<file path="src/rtl/mem_stage_pkg.sv">
// Shared MEM/WB control-bit positions and MEM-stage FSM encodings.
// Imported by the MEM stage, its RAM and its bus interface.
package mem_stage_pkg;

  localparam int MEM_RD = 1;
  localparam int MEM_WR = 0;
  localparam int WB_M2R = 1;
  localparam int WB_RW  = 0;

  typedef enum logic {
    IDLE = 1'b0,
    BUSY = 1'b1
  } state_t;

endpackage

</file>
<file path="src/rtl/mem_stage_if.sv">
// EX/MEM inputs and MEM/WB outputs of the MEM stage, bundled as one bus.
// The master side is the upstream pipeline (EX/MEM) and the slave is the MEM stage.
interface mem_stage_if;

  logic [1:0]  MEM;
  logic [1:0]  WB;
  logic [31:0] ALUres;
  logic [31:0] r2;
  logic [4:0]  regres;

  logic        stall;
  logic [1:0]  WBout;
  logic [31:0] ALUresout;
  logic [31:0] memdata;
  logic [4:0]  regresout;
  logic [31:0] wbdata;

  modport master (
    output MEM, WB, ALUres, r2, regres,
    input  stall, WBout, ALUresout, memdata, regresout, wbdata
  );

  modport slave (
    input  MEM, WB, ALUres, r2, regres,
    output stall, WBout, ALUresout, memdata, regresout, wbdata
  );

endinterface

</file>
<file path="src/rtl/mem_stage_data_ram.sv">
// Data memory: 2**ADDR_W x 32-bit words, synchronous write, asynchronous read.
// The read port shows the pre-write contents during a same-edge write.
module data_ram #(
  parameter int ADDR_W = 6
) (
  input  logic              clk,
  input  logic              we,
  input  logic [ADDR_W-1:0] addr,
  input  logic [31:0]       wdata,
  output logic [31:0]       rdata
);

  logic [31:0] mem [2**ADDR_W];

  always_ff @(posedge clk) begin
    if (we) begin
      mem[addr] <= wdata;
    end
  end

  assign rdata = mem[addr];

endmodule

</file>
<file path="src/rtl/mem_stage.sv">
// MIPS MEM stage: data-RAM access with MEM_LAT wait cycles, stalling upstream meanwhile,
// plus the MEM/WB register; a stalled edge inserts a bubble (WBout=0).
module mem_stage
  import mem_stage_pkg::*;
#(
  parameter int ADDR_W  = 6,
  parameter int MEM_LAT = 2
) (
  input  logic        clk,
  input  logic        rst,
  mem_stage_if.slave  bus
);

  localparam int CNT_W = (MEM_LAT > 0) ? $clog2(MEM_LAT + 1) : 1;

  state_t            state_q, state_d;
  logic [CNT_W-1:0]  cnt_q, cnt_d;
  logic              acc;
  logic              hold;
  logic              ram_we;
  logic [ADDR_W-1:0] idx;
  logic [31:0]       rd_word;
  logic              unused_addr_bits;

  assign acc = bus.MEM[MEM_RD] | bus.MEM[MEM_WR];
  assign idx = bus.ALUres[ADDR_W+1:2];
  assign unused_addr_bits = ^{bus.ALUres[31:ADDR_W+2], bus.ALUres[1:0]};

  always_comb begin
    state_d = state_q;
    cnt_d   = cnt_q;
    hold    = 1'b0;
    case (state_q)
      IDLE: begin
        if (acc && (MEM_LAT > 0)) begin
          hold    = 1'b1;
          state_d = BUSY;
          cnt_d   = CNT_W'(MEM_LAT - 1);
        end
      end
      BUSY: begin
        if (cnt_q != '0) begin
          hold  = 1'b1;
          cnt_d = cnt_q - 1'b1;
        end else begin
          state_d = IDLE;
        end
      end
      default: state_d = IDLE;
    endcase
  end

  always_ff @(posedge clk) begin
    if (rst) begin
      state_q <= IDLE;
      cnt_q   <= '0;
    end else begin
      state_q <= state_d;
      cnt_q   <= cnt_d;
    end
  end

  // Every non-held, non-reset edge is a completion; that is the only point a store commits.
  assign bus.stall = hold & ~rst;
  assign ram_we    = ~hold & ~rst & bus.MEM[MEM_WR];

  data_ram #(.ADDR_W(ADDR_W)) u_ram (
    .clk   (clk),
    .we    (ram_we),
    .addr  (idx),
    .wdata (bus.r2),
    .rdata (rd_word)
  );

  always_ff @(posedge clk) begin
    if (rst) begin
      bus.WBout     <= '0;
      bus.ALUresout <= '0;
      bus.memdata   <= '0;
      bus.regresout <= '0;
    end else if (hold) begin
      bus.WBout <= '0;
    end else begin
      bus.WBout     <= bus.WB;
      bus.ALUresout <= bus.ALUres;
      bus.memdata   <= bus.MEM[MEM_RD] ? rd_word : 32'h0;
      bus.regresout <= bus.regres;
    end
  end

  assign bus.wbdata = bus.WBout[WB_M2R] ? bus.memdata : bus.ALUresout;

endmodule
</file>
<file path="src/flat_wrapper.sv">
// flat-port wrapper written by rule: the top's interface ports become plain ports
module mem_stage_flat import mem_stage_pkg::*;
#(
  parameter int ADDR_W  = 6,
  parameter int MEM_LAT = 2
)
  (clk, rst, bus_MEM, bus_WB, bus_ALUres, bus_r2, bus_regres, bus_stall, bus_WBout, bus_ALUresout, bus_memdata, bus_regresout, bus_wbdata);
  mem_stage_if bus_i ();
  input  logic clk;
  input  logic rst;
  input wire logic [$bits(bus_i.MEM)-1:0] bus_MEM;
  input wire logic [$bits(bus_i.WB)-1:0] bus_WB;
  input wire logic [$bits(bus_i.ALUres)-1:0] bus_ALUres;
  input wire logic [$bits(bus_i.r2)-1:0] bus_r2;
  input wire logic [$bits(bus_i.regres)-1:0] bus_regres;
  output wire logic [$bits(bus_i.stall)-1:0] bus_stall;
  output wire logic [$bits(bus_i.WBout)-1:0] bus_WBout;
  output wire logic [$bits(bus_i.ALUresout)-1:0] bus_ALUresout;
  output wire logic [$bits(bus_i.memdata)-1:0] bus_memdata;
  output wire logic [$bits(bus_i.regresout)-1:0] bus_regresout;
  output wire logic [$bits(bus_i.wbdata)-1:0] bus_wbdata;
  assign bus_i.MEM = bus_MEM;
  assign bus_i.WB = bus_WB;
  assign bus_i.ALUres = bus_ALUres;
  assign bus_i.r2 = bus_r2;
  assign bus_i.regres = bus_regres;
  assign bus_stall = bus_i.stall;
  assign bus_WBout = bus_i.WBout;
  assign bus_ALUresout = bus_i.ALUresout;
  assign bus_memdata = bus_i.memdata;
  assign bus_regresout = bus_i.regresout;
  assign bus_wbdata = bus_i.wbdata;
  mem_stage #(.ADDR_W(ADDR_W), .MEM_LAT(MEM_LAT)) u_core (.clk(clk), .rst(rst), .bus(bus_i));
endmodule
</file>
<file path="config.mk">
export PLATFORM = sky130hd
export DESIGN_NAME = mem_stage_flat
export DESIGN_NICKNAME = d
export VERILOG_FILES = /design/src/rtl/mem_stage_pkg.sv /design/src/rtl/mem_stage_if.sv /design/src/rtl/mem_stage_data_ram.sv /design/src/rtl/mem_stage.sv /design/src/flat_wrapper.sv
export SDC_FILE = /design/constraint.sdc
export NUM_CORES = 2
export LEC_CHECK = 0
export ABC_AREA = 1
export CAP_MARGIN = 20
export CORE_MARGIN = 10
export CORE_UTILIZATION = 56
export DETAILED_ROUTE_END_ITERATION = 10
export PLACE_DENSITY = 0.76
export SKIP_LAST_GASP = 1
export SLEW_MARGIN = 20
export SYNTH_ARGS = -nofsm -noshare
export SYNTH_HDL_FRONTEND = slang
export SYNTH_SLANG_ARGS = --single-unit
</file>
<file path="constraint.sdc">
create_clock -name clk -period 3.02 [get_ports clk]
set_clock_uncertainty 0.05 [all_clocks]
set_input_delay 0.302 -clock clk [delete_from_list [all_inputs] [get_ports clk]]
set_output_delay 0.302 -clock clk [all_outputs]
set_load 0.005 [all_outputs]
</file>
; ---- After elaboration in Yosys (flattened, before gate mapping)
; Memories as Yosys holds them, arrays and structs flattened.
; Cells that the tools add are included.
[word_totals]
ff_bits = 74
mem_bits_rw = 2048
input_bits = 75
out_inout_bits = 104
wordCells = 30
mem_count = 1
[memory_table]
columns = memory, depth, word_bits, rd, rd_clocked_by_memory_dff, write_ports, line
row1 = u_core.u_ram.mem, 64, 32, 1, 0, 1, mem_stage_data_ram.sv:13  ; logic [31:0] mem [2**ADDR_W];
[classes]
n_addsub = 1
n_eq_ne = 2
mux = 10
bitwise = 7
reduce_logical = 3
[op_table]
columns = operator, count
row1 = $mux W32, 2
row2 = $mux W1, 4
row3 = $mux W2, 2
row4 = $pmux W2 S2, 1
row5 = $and A1 B1 Y1, 3
row6 = $not A1 Y1, 3
row7 = $ne A2 B1 Y1 const B, 1
row8 = $ne A2 B2 Y1 const B, 1
row9 = $pmux W1 S2, 1
row10 = $reduce_and A2 Y1, 1
row11 = $reduce_bool A2 Y1, 1
row12 = $reduce_or A2 Y1, 1
row13 = $sub A2 B1 Y2 const B, 1
row14 = $or A1 B1 Y1, 1

; ---- Logic depth before layout (Yosys ltp)
[logic_depth]
ltp_word = 8
ltp_mapped = 16
mapped_depth_nobuf = 13

; ---- By module
; From an unflattened synthesis, not the netlist that was laid out.
[unflattened]
cells_unflattened = 8857
area_unflattened_um2 = 89413.3
[modules_own_cells]
columns = mod, instances, cells_each, area_per_inst_um2, seq_area_each_um2
row1 = data_ram, 1, 8408, 85862.3, 61499.0
row2 = mem_stage, 1, 449, 3550.9, 1481.4

; ---- Least setup slack after synthesis
; Ideal clock, no wire load.
[synth_path]
kind = reg-to-reg
from = register u_core.cnt_q[0]
to = memory u_core.u_ram.mem[0][0], enable pin
setup_ns = 0.421
arrival_time_ns = 2.764
required_ns = 2.549
slack_ns = -0.215
stages_incl_launch_ff = 10
path_buffers = 0
synth_period_minus_slack_ns = 3.235
path_cell_list = dfxtp_1 > inv_1 > ha_1 > or2_1 > nand2_1 > clkinv_1 > nand2_1 > nor2_1 > nand3_1 > nor2_1
[synth_via]
elab_chain_cells = 8
[synth_lines]
columns = item, line
row1 = from (decl), mem_stage.sv:17  ; logic [CNT_W-1:0] cnt_q, cnt_d;
row2 = from (signal assigned), mem_stage.sv:59  ; cnt_q <= cnt_d;
row3 = $reduce_bool A2 Y1, mem_stage.sv:42  ; if (cnt_q != '0) begin
row4 = $mux W1, mem_stage.sv:42
row5 = $pmux W1 S2, mem_stage.sv:33  ; case (state_q)
row6 = $not A1 Y1, mem_stage.sv:65  ; assign ram_we = ~hold & ~rst & bus.MEM[MEM_WR];
row7 = $and A1 B1 Y1 (2 in series), mem_stage.sv:65
row8 = $mux W1, mem_stage_data_ram.sv:16  ; if (we) begin
row9 = $mux W1 (implied by the code), mem_stage_data_ram.sv:17  ; mem[addr] <= wdata;
row10 = to (decl), mem_stage_data_ram.sv:13
; No other way between the ends.

; ---- Worst setup path after layout
[layout_path]
from = register u_core.bus.WBout[1]
to = output bus_wbdata[17]
[layout_via]
elab_chain_cells = 1
[layout_lines]
columns = item, line
row1 = from (decl), mem_stage_if.sv:25  ; output stall, WBout, ALUresout, memdata, regresout, wbdata
row2 = from (signal assigned), mem_stage.sv:84  ; bus.WBout <= bus.WB;
row3 = $mux W32, mem_stage.sv:91  ; assign bus.wbdata = bus.WBout[WB_M2R] ? bus.memdata : bus.ALUresout;
row4 = to (decl), flat_wrapper.sv:21  ; output wire logic [$bits(bus_i.wbdata)-1:0] bus_wbdata;
; No other way between the ends.

==> impl_metrics.tcl <==
set metrics [dict create \
    viasPerCell 5.637 \
    synth_top_area_cell "edfxtp_1" \
    grt_setup_unrepaired "false" \
    grt_max_degree 144 \
    path_max_fanout 34 \
    r2r_setup_slack_ns 0.33 \
    max_clock_freq_mhz 345.0 \
    place_area_um2 94970 \
    grt_util_met1_pct 40.37 \
    hold_viol_final 0 \
    min_path_type "input port to flip-flop" \
    max-slew-margin-rel_pct 21.14 \
    crit_type "flip-flop to output pin" \
    design.portCount 179 \
    io_buffers 178 \
    grt_util_met2_pct 46.35 \
    whs_path_depth 3 \
    critPathLaunchType "flip-flop" \
    met3_usage_pct 7.009 \
    clock-sinks 2122 \
    syn2layout_area_growth_pct 14.79 \
    slowest_stage "dfxtp_2" \
    post-dp-hpwl_mm 161.4 \
    cts_tree "yes" \
    die_w_um 417.8 \
    layout.cells.non_filler 11240 \
    max_cap_viol_count 0 \
    die_area_um2 174500 \
    end_kind "output pin" \
    crit_required_ns 2.67 \
    ys_seq_elements 2122 \
    final-setup-viol-count 0 \
    fin_nets 9087 \
    wl_per_cell_um 23.98 \
    yosysWarnings 0 \
    clk_latency_ns 0.83 \
    dp_slack_ns 0.1298 \
    htreeDepth 4 \
    cp_top_family "buffers and inverters" \
    start_util_pct 56.52 \
    layout-drive-gt1-share_pct 7.256 \
    ys_seq_area_share_pct 71.09 \
    status "complete, no violations" \
    p_leak_nw 42.32 \
    busiest_layer "met2" \
    synth_top_area_share_pct 69.41 \
    multi_input_area_um2 23890 \
    peakVddDrop_mv 0.5828 \
    yosys.cell_types.count 23 \
    layout_common_cells "nand2_1 (5858), edfxtp_1 (2048), clkbuf_16 (209)" \
    cts_buffers 205 \
    synth_nets 8861 \
    place.gp.congestion 0.9866 \
    hold_ws_ns 0.03229 \
    critPathMaxStageDelay_ns 0.68 \
    grt_pass1_wl_mm 390.4 \
    crit-reg2reg-launch "u_core.cnt_q[0]$_SDFFE_PP0P_" \
    synthTopCellsByArea "edfxtp_1 (69%), nand2_1 (25%), dfxtp_1 (1.7%), buf_2 (1.5%), nor2_1 (0.62%)" \
    firstDrtPassIters 8 \
    grt-ovfl-total 0 \
    power.density_nw_per_um2 608.4 \
    cts_root_buf "clkbuf_16" \
    worst_slack_ns 0.1211 \
    r2r-end "u_core.u_ram.mem[54][23]$_DFFE_PP_" \
    drt-total-wl_mm 269.5 \
    min-delay-start "bus_ALUres[28]" \
    drc 0 \
    syn-cell-area_um2 88600 \
    clk_pin_slew_ns 0.06 \
    crit_chain "buf_12, nand2_1, o21ai_0, clkdlybuf4s50_1" \
    slew_violations 0 \
    avgSynthCellArea_um2 10.09 \
    final_common_cell "nand2_1" \
    fin_crit_ns 2.899 \
    grt_pass1_vias 59970 \
    num-fill-cells 11660 \
    antenna_left 0 \
    num_rows 145 \
    antenna_found_initial 9 \
    path_buf_inv 2 \
    vias 63360 \
    synth_cells 8785 \
    seqCellArea_um2 62980 \
    dp_cells 10840 \
    core_area_um2 156800 \
    r2r_cells 13 \
    ctsLongestPathBuffers 3 \
    grt_usage_pct 30.25 \
    final.setup.tns_ns 0 \
    fin_area_um2 101700 \
    drt-initial-drc-count 8784 \
    worstPathArrival_ns 2.55 \
    tightestPinTransition_ns 1.183 \
    holdPathEnd "u_core.bus.ALUresout[28]$_SDFFE_PP0N_" \
    die_y_um 417.8 \
    finalCritPeriodShare_pct 95.99 \
]
==> through the flow <==
step           utilization [%]  power, mW
2_1_floorplan                -      35.12
3_3_place_gp             60.59      37.43
3_5_place_dp             60.59      37.49
4_1_cts                  64.88      61.94
5_1_grt                  64.88      63.47
6_report                 64.88      61.88
==> cell type report <==
cell class                      count  share of cell area [%]
Sequential cell                  2122                   61.93
Multi-Input combinational cell   6150                   23.49
Timing Repair Buffer              462                   5.400
Clock buffer                      257                   5.369
Tap cell                         2058                   2.532
Clock inverter                    118                  0.9879
Inverter                           70                  0.2854
Antenna cell                        3                0.007381
==> report_power, final <==
group / leakage, nW / internal (mW) / total (mW) / switching, mW
combinational: 20.1 / 1.15 / 4.58 / 3.43
clock: 3.17 / 13.9 / 24.8 / 10.9
sequential: 19.0 / 32.4 / 32.5 / 0.0934
total: 42.3 / 47.4 / 61.9 / 14.5
==> registers in the layout, indices dropped and copies added (netlist names) <==
| register | flops |
|---|---|
| u_core.u_ram.mem | 2048 |
| u_core.bus.ALUresout | 32 |
| u_core.bus.memdata | 32 |
| u_core.bus.regresout | 5 |
| u_core.bus.WBout | 2 |
| u_core.cnt_q | 2 |
| u_core.state_q | 1 |
==> worst max-delay path by stage <==
stage	startpoint	to	slack, ns	depth (start not counted)
after floorplan	u_core.cnt_q[0]$_SDFFE_PP0P_	u_core.u_ram.mem[0][0]$_DFFE_PP_	-0.22	9
after global placement	bus_MEM[0]	u_core.u_ram.mem[54][16]$_DFFE_PP_	0.09	11
after detailed placement	bus_MEM[0]	u_core.u_ram.mem[54][16]$_DFFE_PP_	0.13	11
after CTS	u_core.bus.WBout[1]$_SDFF_PP0_	bus_wbdata[15]	0.09	4
after global routing	u_core.bus.WBout[1]$_SDFF_PP0_	bus_wbdata[15]	0.05	4
final	u_core.bus.WBout[1]$_SDFF_PP0_	bus_wbdata[17]	0.12	4
==> synth_stat cells <==
library cell and count:
buf_4 3, clkbuf_1 142, buf_1 30, nand3_1 48
nor3_1 1, buf_2 268, o21ai_0 62, ha_1 1
o211ai_1 7, or2_1 1, or2_2 4, inv_2 3
or2_0 1, nor3_2 7, inv_1 66, edfxtp_1 2048
o32ai_1 1, dfxtp_1 74, o21ai_1 6, o22ai_1 6
nand2_1 5859, nor2_1 146, clkinv_1 1
==> repair_timing <==
item,in CTS,in global routing
setup buffers,3,0
setup endpoints to repair,1,0
resized for setup,4,0
hold endpoints to repair,53,0
hold buffers,22,0
==> worst reg2reg max path: cells and delay by family, from the launching register on <==
kind | cells | cell delay (ns)
DFF | 1 | 0.29
buffers and inverters | 6 | 1.06
and+or+nand+nor | 6 | 0.76
adders and majority gates | 1 | 0.16
==> logic make-up after synthesis <==
family	after synthesis	share of synthesized area, %
AND/OR/NAND/NOR	6067	25.84
flip-flops	2122	71.09
adder cells (fa/ha/maj)	1	0.01412
AO/OA/AOI/OAI	82	0.4957
buffers and inverters	513	2.565
==> metal layers <==
metal / vias up / wire [um]
li1: 28840 / -
met1: 29860 / 100600
met2: 3957 / 121400
met3: 690 / 31130
met4: 14 / 16320
met5: - / 88
(Power assumes the default switching activity.)
